File: config.mk
export PLATFORM = sky130hd
export DESIGN_NAME = drum_trigger_queue_flat
export DESIGN_NICKNAME = d
export VERILOG_FILES = /design/src/rtl/drum_trigger_queue_pkg.sv /design/src/rtl/drum_trigger_queue_if.sv /design/src/rtl/drum_trigger_queue_trigger_fifo.sv /design/src/rtl/drum_trigger_queue.sv /design/src/flat_wrapper.sv
export SDC_FILE = /design/constraint.sdc
export NUM_CORES = 1
export LEC_CHECK = 0
export ABC_CLOCK_PERIOD_IN_PS = 3010
export CAP_MARGIN = 20
export CORE_ASPECT_RATIO = 0.5
export CORE_MARGIN = 5
export CORE_UTILIZATION = 56
export CTS_CLUSTER_DIAMETER = 40
export CTS_CLUSTER_SIZE = 40
export DETAILED_ROUTE_END_ITERATION = 8
export PLACE_DENSITY = 0.9
export RECOVER_POWER = 25
export SLEW_MARGIN = 20
export SYNTH_ARGS = -nofsm -noshare
export SYNTH_HDL_FRONTEND = slang
export SYNTH_SLANG_ARGS = --single-unit
File: constraint.sdc
create_clock -name clk -period 3.01 [get_ports clk]
set_clock_uncertainty 0.15 [all_clocks]
set_input_delay 0.602 -clock clk [delete_from_list [all_inputs] [get_ports clk]]
set_output_delay 0.602 -clock clk [all_outputs]
set_load 0.1 [all_outputs]
File: src/rtl/drum_trigger_queue_pkg.sv
// Shared types and constants for the drum trigger queue.
// Contents:
//   NUM_VOICES  number of drum voices
//   VEL_W       MIDI velocity width
//   voice_t     drum voice index enum
//   trigger_t   one buffered trigger {voice, velocity}
//   KEY_*       General MIDI percussion key numbers that map to a voice
package drum_pkg;

    localparam int NUM_VOICES = 8;
    localparam int VEL_W      = 7;

    typedef enum logic [2:0] {
        KICK       = 3'd0,
        SNARE      = 3'd1,
        HAT_CLOSED = 3'd2,
        HAT_OPEN   = 3'd3,
        CRASH      = 3'd4,
        RIDE       = 3'd5,
        TOM_HI     = 3'd6,
        TOM_LO     = 3'd7
    } voice_t;

    typedef struct packed {
        voice_t           voice;
        logic [VEL_W-1:0] velocity;
    } trigger_t;

    // General MIDI percussion keys
    localparam logic [6:0] KEY_KICK         = 7'd36;
    localparam logic [6:0] KEY_SNARE        = 7'd38;
    localparam logic [6:0] KEY_SNARE_ELEC   = 7'd40;
    localparam logic [6:0] KEY_TOM_LO_FLOOR = 7'd41;
    localparam logic [6:0] KEY_HAT_CLOSED   = 7'd42;
    localparam logic [6:0] KEY_TOM_HI_FLOOR = 7'd43;
    localparam logic [6:0] KEY_HAT_PEDAL    = 7'd44;
    localparam logic [6:0] KEY_TOM_LO       = 7'd45;
    localparam logic [6:0] KEY_HAT_OPEN     = 7'd46;
    localparam logic [6:0] KEY_TOM_LO_MID   = 7'd47;
    localparam logic [6:0] KEY_TOM_HI_MID   = 7'd48;
    localparam logic [6:0] KEY_CRASH1       = 7'd49;
    localparam logic [6:0] KEY_TOM_HI       = 7'd50;
    localparam logic [6:0] KEY_RIDE1        = 7'd51;
    localparam logic [6:0] KEY_CRASH2       = 7'd57;
    localparam logic [6:0] KEY_RIDE2        = 7'd59;

endpackage

File: src/rtl/drum_trigger_queue_if.sv
// Handshake bundle for the drum trigger queue.
// Signals:
//   in_valid/in_key/in_velocity  note-on pulse from the MIDI decoder
//   out_valid/out_ready          trigger handshake to the playback engine
//   out_voice/out_velocity       head trigger payload
// Modports:
//   master  environment side (drives note-ons, accepts triggers)
//   slave   queue side
interface drum_trigger_queue_if #(
    parameter int VOICE_W = 3
);
    logic               in_valid;
    logic [6:0]         in_key;
    logic [6:0]         in_velocity;
    logic               out_valid;
    logic               out_ready;
    logic [VOICE_W-1:0] out_voice;
    logic [6:0]         out_velocity;

    modport master (
        output in_valid, in_key, in_velocity, out_ready,
        input  out_valid, out_voice, out_velocity
    );

    modport slave (
        input  in_valid, in_key, in_velocity, out_ready,
        output out_valid, out_voice, out_velocity
    );
endinterface

File: src/rtl/drum_trigger_queue_trigger_fifo.sv
// Show-ahead synchronous FIFO of trigger_t.
// Ports:
//   clk, rst    clock, asynchronous active-high reset
//   push        write request (ignored when full unless popping)
//   push_data   entry to write
//   pop         read request (ignored when empty)
//   head        current head entry; holds the last head value when empty
//   full/empty  status
// Pointers carry one wrap bit: full when the wrap bits differ and the
// index bits match.
module trigger_fifo
    import drum_pkg::*;
#(
    parameter int DEPTH = 4
) (
    input  logic     clk,
    input  logic     rst,
    input  logic     push,
    input  trigger_t push_data,
    input  logic     pop,
    output trigger_t head,
    output logic     full,
    output logic     empty
);
    localparam int AW = $clog2(DEPTH);
    localparam int PW = AW + 1;

    trigger_t          mem [DEPTH];
    logic [PW-1:0]     wr_ptr_reg, rd_ptr_reg;
    logic [PW-1:0]     occupancy;
    logic [AW-1:0]     rd_idx_next;
    trigger_t          head_reg, head_next;
    logic              do_push, do_pop;

    assign empty       = (wr_ptr_reg == rd_ptr_reg);
    assign full        = (wr_ptr_reg[AW] != rd_ptr_reg[AW]) &&
                         (wr_ptr_reg[AW-1:0] == rd_ptr_reg[AW-1:0]);
    assign occupancy   = wr_ptr_reg - rd_ptr_reg;
    assign rd_idx_next = rd_ptr_reg[AW-1:0] + 1'b1;
    assign do_pop      = pop && !empty;
    // When full, a same-cycle pop frees the slot being written.
    assign do_push     = push && (!full || do_pop);
    assign head        = head_reg;

    // The head is kept in its own register so the output is registered and
    // keeps the last head value once the FIFO drains.
    always_comb begin
        head_next = head_reg;
        if (do_pop) begin
            if (occupancy > PW'(1)) begin
                head_next = mem[rd_idx_next];
            end else if (do_push) begin
                head_next = push_data;
            end
        end else if (empty && do_push) begin
            head_next = push_data;
        end
    end

    always_ff @(posedge clk) begin
        if (do_push) begin
            mem[wr_ptr_reg[AW-1:0]] <= push_data;
        end
    end

    always_ff @(posedge clk or posedge rst) begin
        if (rst) begin
            wr_ptr_reg <= '0;
            rd_ptr_reg <= '0;
            head_reg   <= '0;
        end else begin
            if (do_push) wr_ptr_reg <= wr_ptr_reg + 1'b1;
            if (do_pop)  rd_ptr_reg <= rd_ptr_reg + 1'b1;
            head_reg <= head_next;
        end
    end
endmodule

File: src/rtl/drum_trigger_queue.sv
// Drum trigger queue: maps GM percussion note-ons to drum voices, drops
// unmapped keys and note-offs, buffers triggers for the playback engine.
// Ports:
//   clk         system clock
//   rst         asynchronous active-high reset
//   bus         drum_trigger_queue_if.slave (note-on input, trigger output)
//   drop_count  saturating count of triggers lost to FIFO overflow
// Build option:
//   DRUM_VELOCITY_CURVE_EN  square-law velocity curve applied before storage
// Latency: note-on in cycle N appears on out_valid in cycle N+2 (empty FIFO).
module drum_trigger_queue
    import drum_pkg::*;
#(
    parameter int FIFO_DEPTH = 4,
    parameter int VOICE_W    = 3
) (
    input  logic                 clk,
    input  logic                 rst,
    drum_trigger_queue_if.slave  bus,
    output logic [7:0]           drop_count
);
    voice_t     map_voice;
    logic       map_hit;
    logic [6:0] vel_curved;
    logic       map_valid_reg;
    trigger_t   map_entry_reg;
    logic [7:0] drop_count_reg;
    trigger_t   fifo_head;
    logic       fifo_full, fifo_empty;
    logic       pop;

    always_comb begin
        map_hit   = 1'b1;
        map_voice = KICK;
        case (bus.in_key)
            KEY_KICK:                       map_voice = KICK;
            KEY_SNARE, KEY_SNARE_ELEC:      map_voice = SNARE;
            KEY_HAT_CLOSED, KEY_HAT_PEDAL:  map_voice = HAT_CLOSED;
            KEY_HAT_OPEN:                   map_voice = HAT_OPEN;
            KEY_CRASH1, KEY_CRASH2:         map_voice = CRASH;
            KEY_RIDE1, KEY_RIDE2:           map_voice = RIDE;
            KEY_TOM_HI_MID, KEY_TOM_HI:     map_voice = TOM_HI;
            KEY_TOM_LO_FLOOR, KEY_TOM_HI_FLOOR,
            KEY_TOM_LO, KEY_TOM_LO_MID:     map_voice = TOM_LO;
            default:                        map_hit   = 1'b0;
        endcase
    end

`ifdef DRUM_VELOCITY_CURVE_EN
    logic [13:0] vel_sq;
    assign vel_sq = {7'd0, bus.in_velocity} * {7'd0, bus.in_velocity};

    // 127^2>>7 is 126, so full scale is pinned; soft hits never vanish.
    always_comb begin
        vel_curved = 7'(vel_sq >> 7);
        if (bus.in_velocity == 7'd127) begin
            vel_curved = 7'd127;
        end else if (vel_curved == 7'd0 && bus.in_velocity != 7'd0) begin
            vel_curved = 7'd1;
        end
    end
`else
    assign vel_curved = bus.in_velocity;
`endif

    always_ff @(posedge clk or posedge rst) begin
        if (rst) begin
            map_valid_reg <= 1'b0;
            map_entry_reg <= '0;
        end else begin
            map_valid_reg <= bus.in_valid && map_hit && (bus.in_velocity != 7'd0);
            if (bus.in_valid) begin
                map_entry_reg <= '{voice: map_voice, velocity: vel_curved};
            end
        end
    end

    assign pop = bus.out_valid && bus.out_ready;

    trigger_fifo #(
        .DEPTH (FIFO_DEPTH)
    ) u_fifo (
        .clk       (clk),
        .rst       (rst),
        .push      (map_valid_reg),
        .push_data (map_entry_reg),
        .pop       (pop),
        .head      (fifo_head),
        .full      (fifo_full),
        .empty     (fifo_empty)
    );

    always_ff @(posedge clk or posedge rst) begin
        if (rst) begin
            drop_count_reg <= 8'd0;
        end else if (map_valid_reg && fifo_full && !pop && drop_count_reg != 8'hFF) begin
            drop_count_reg <= drop_count_reg + 8'd1;
        end
    end

    assign drop_count       = drop_count_reg;
    assign bus.out_valid    = !fifo_empty;
    assign bus.out_voice    = VOICE_W'(fifo_head.voice);
    assign bus.out_velocity = fifo_head.velocity;
endmodule

File: src/flat_wrapper.sv
// flat-port wrapper written by rule: the top's interface ports become plain ports
module drum_trigger_queue_flat import drum_pkg::*;
#(
    parameter int FIFO_DEPTH = 4,
    parameter int VOICE_W    = 3
)
  (clk, rst, drop_count, bus_in_valid, bus_in_key, bus_in_velocity, bus_out_ready, bus_out_valid, bus_out_voice, bus_out_velocity);
  drum_trigger_queue_if #(.VOICE_W(VOICE_W)) bus_i ();
  input  logic clk;
  input  logic rst;
  output logic [7:0] drop_count;
  input wire logic [$bits(bus_i.in_valid)-1:0] bus_in_valid;
  input wire logic [$bits(bus_i.in_key)-1:0] bus_in_key;
  input wire logic [$bits(bus_i.in_velocity)-1:0] bus_in_velocity;
  input wire logic [$bits(bus_i.out_ready)-1:0] bus_out_ready;
  output wire logic [$bits(bus_i.out_valid)-1:0] bus_out_valid;
  output wire logic [$bits(bus_i.out_voice)-1:0] bus_out_voice;
  output wire logic [$bits(bus_i.out_velocity)-1:0] bus_out_velocity;
  assign bus_i.in_valid = bus_in_valid;
  assign bus_i.in_key = bus_in_key;
  assign bus_i.in_velocity = bus_in_velocity;
  assign bus_i.out_ready = bus_out_ready;
  assign bus_out_valid = bus_i.out_valid;
  assign bus_out_voice = bus_i.out_voice;
  assign bus_out_velocity = bus_i.out_velocity;
  drum_trigger_queue #(.FIFO_DEPTH(FIFO_DEPTH), .VOICE_W(VOICE_W)) u_core (.clk(clk), .rst(rst), .bus(bus_i), .drop_count(drop_count));
endmodule
==> results of run 1 <==
==> cell usage after synthesis (2+ instances only) <==
master	count
nor2b_1	3
o22a_1	2
nand3_1	4
buf_1	2
nand2_1	7
a31oi_1	2
or4_1	2
edfxtp_1	40
mux2_2	18
o22ai_1	3
and4_1	2
mux4_2	10
nor3_1	3
and2_1	4
o21ai_0	2
ha_1	8
nor2_1	2
clkbuf_1	4
buf_2	3
dfrtp_1	35
inv_1	10
xor2_1	9
xnor2_1	4
nor4_2	2
mux2_1	11
==> routing by layer <==
metal	global-route usage [%]	vias up	part of all wire, %
li1	-	864	-
met1	24.2	969	43
met2	31.0	69	50
met3	5.47	7	5.6
met4	3.90	0	0.70
met5	0	-	0
==> metrics by stage <==
| step | setup slack [ps] | total power, W | hold WS [ps] | utilization [%] |
|---|---|---|---|---|
| 2_1_floorplan | 475 | 0.00299 | 336 | - |
| 3_3_place_gp | 362 | 0.00344 | 326 | 66.6 |
| 3_5_place_dp | 315 | 0.00351 | 338 | 66.6 |
| 4_1_cts | 351 | 0.00455 | 355 | 71.7 |
| 5_1_grt | 214 | 0.00474 | 372 | 71.6 |
| 6_report | 349 | 0.00452 | 352 | 71.6 |
==> worst register-to-register path: stages, from the launching register on <==
cell and delay, ps:
dfrtp_1 370, inv_1 110, ha_1 230, fa_1 380, xor3_1 250, o22ai_1 110, a21oi_2 350, buf_4 250
mux2_2 360
==> cell type report <==
cell class,count,area (sq um),area share [%]
clock buffers,9,225,5.60
clock inverters,7,58.8,1.46
inverters,10,37.5,0.934
multi-input cells,113,1170,29.1
flip-flops and latches,75,2080,51.7
well taps,73,91.3,2.27
repair buffers,41,360,8.97
==> worst paths after layout <==
check / to / slack, ps / cells after the start
max in group asynchronous: u_core.u_fifo.head[1]$_DFFE_PP0P_ / 1310 / 3
min in group asynchronous: u_core.drop_count[4]$_DFFE_PP0P_ / 840 / 3
min: u_core.drop_count[5]$_DFFE_PP0P_ / 350 / 1
min reg2reg: u_core.drop_count[5]$_DFFE_PP0P_ / 350 / 1
max: u_core.u_fifo.head[4]$_DFFE_PP0P_ / 350 / 8
max reg2reg: u_core.u_fifo.head[4]$_DFFE_PP0P_ / 350 / 8
==> where the power goes <==
part | internal [W] | total (W) | switching [W]
Sequential | 0.00125 | 0.00137 | 0.000125
Combinational | 0.000830 | 0.00213 | 0.00130
Clock | 0.000574 | 0.00102 | 0.000443
Total | 0.00265 | 0.00452 | 0.00186
==> cells by family (layout without fill, tap and decap cells) <==
kind of cell    after synthesis  count (layout)  synth area share, %
compound gates               17              17                 3.88
xor+xnor                     14              14                 4.14
fa+ha+maj                     9               9                 3.62
buf+inv                      19              67                 2.26
flops                        75              75                 62.5
mux                          40              40                 16.9
simple gates                 33              33                 6.63
==> qor.log, run 1 <==
[logic_synthesis] fraction of synthesis flops using an asynchronous set or reset pin 46.7%
[cells_and_area] fillers 331
[placed_design] DP HPWL 4280 microns
[logic_synthesis] synthesized flop and latch total 75
[hold_path] start point of the worst min-delay path u_core.drop_count[5]$_DFFE_PP0P_
[detailed_routing] remaining routing DRC violations 0
[sta] Achievable Freq 376 MHz
[global_route] combined global-route utilization of all metal layers 18.4%
[die] effective utilization at floorplan 59.2%
[cts] clock tree from TritonCTS built
[cells_and_area] Non-Filler Instances 328
[sta] clock period minus final worst setup slack 2660 ps
[power_and_ir_drop] total leakage power 1.58 nW
[die] Die Wd 119 microns
[cts] Hold-fix buffers, CTS 0
[critical_path] r2r startpoint u_core.u_fifo.wr_ptr_reg[0]$_DFFE_PP0P_
[die] Die Height 64.5 microns
[logic_synthesis] area leader, netlist edfxtp_1
[sta] Fin. Hold Viols 0
[hold_path] path type of the worst min-delay path flop to flop
[critical_path] cells traversed along the worst timing path inv_1, ha_1, fa_1, xor3_1, o22ai_1, a21oi_2, buf_4, mux2_2
[critical_path] slowest stage delay, CP 380 ps
[cells_and_area] number of nets in the layout 277
[detailed_routing] post-detailed-route wirelength per cell 19.5 microns
[logic_synthesis] net count of the mapped netlist 234
[global_route] overflow left after global routing 0
[critical_path] critical path's top delay family adder cells
[flow_run] Max Cap Violations 0
[placed_design] gp weighted congestion 0.863
[sta] setup TNS 0 ps
[cts] H-Tree Depth 3
[cts] post-cts resize count 0
[logic_synthesis] average cell area after synthesis 16.0 sq um
[logic_synthesis] synthesized netlist cell count 207
[cells_and_area] number of antenna cells inserted 0
[sta] Max-Slew Margin vs Limit 39.1%
[logic_synthesis] number of distinct library cells after synthesis 40
[critical_path] endpoint type of the worst setup path flop
[power_and_ir_drop] worst voltage drop across the vdd grid 0.000675 V
[cts] clock root buffer master clkbuf_16
[global_route] global-route wire length before repair 10800 microns
[logic_synthesis] netlist area before placement 0.00332 sq mm
[die] std cell rows 19
[critical_path] crit path kind flop to flop
[logic_synthesis] top flip-flop cell by instance count after synthesis edfxtp_1
[cells_and_area] commonest cells after routing, fill and taps aside 40 x edfxtp_1, 35 x dfrtp_1, 22 x buf_4, 18 x mux2_2, 16 x clkdlybuf4s50_1
[cells_and_area] commonest non-fill, non-tap cell in the layout edfxtp_1
[cells_and_area] number of flip-flops in the largest register 40
[detailed_routing] iteration count of the initial detailed-routing pass 4
[critical_path] worst path arrival time 2720 ps
[cells_and_area] Layout Area Growth over Synthesis 21.0%
[global_route] initial antenna violation count 0
[placed_design] buffers added on ports 36
[critical_path] CP startpoint u_core.u_fifo.wr_ptr_reg[0]$_DFFE_PP0P_
[placed_design] total placed instance area 0.00374 sq mm
[detailed_routing] number of DRC markers after the initial detailed-route iteration 136
[cts] TritonCTS sink count 75
[die] area of the die 0.00766 sq mm
[power_and_ir_drop] Pwr Density 1120 mW/mm^2
[logic_synthesis] sequential element share of the synthesized area 62.5%
[sta] setup violation total in the final timing report 0
[critical_path] CP max stage cell fa_1
[sta] unrepaired setup endpoints after global routing false
[detailed_routing] WL final 6410 microns
[detailed_routing] routed via count 1909
[logic_synthesis] number of enable-type register cells in the synthesized netlist 40
[global_route] largest net degree at the start of global routing 36
[global_route] via count of the first global-routing pass 2057
[cts] Skew-Pair Late Insertion Delay 330 ps
[sta] final clock period utilization by the worst path 88.4%
[detailed_routing] post-route ant nets 0
[die] core outline area 0.00561 sq mm
[critical_path] Bufs and invs on worst path 2
[detailed_routing] drt via density 5.82
[outcome] result of the run finished, final reports clean
[critical_path] CP Data Required Time 3070 ps
[cells_and_area] share of final-layout standard cells stronger than drive strength 1 28.6%
[cts] CTS buffer count 9
[cts] maximum buffer depth of the clock tree 2
[cts] clock transition at the registers of the reported paths 60 ps
[logic_synthesis] top cells by area, synth edfxtp_1 36%, dfrtp_1 26%, mux4_2 6.8%
[die] count of boundary I/O pins 37
[sta] number of max-slew violations in the final report 0
[cts] number of buffers inserted by post-CTS setup repair 0
[critical_path] kind of start point of the critical path flop
[sta] transition time at the pin with the least slew margin 913 ps
[logic_synthesis] area fraction of the dominant cell type after synthesis 36.2%
[critical_path] largest fanout on the critical path 6
[logic_synthesis] Warnings, synthesis 0
[cells_and_area] post-layout instance area 0.00402 sq mm
[placed_design] number of cells in the design after placement 312
Note: power is estimated with default switching activity, not from simulation.
==> run 2, diff against run 1 <==
Settings changed: CTS_CLUSTER_DIAMETER 40 to unset.
==> results of run 2 <==
The final DEF is identical to that of run 1; final timing and power are the same.
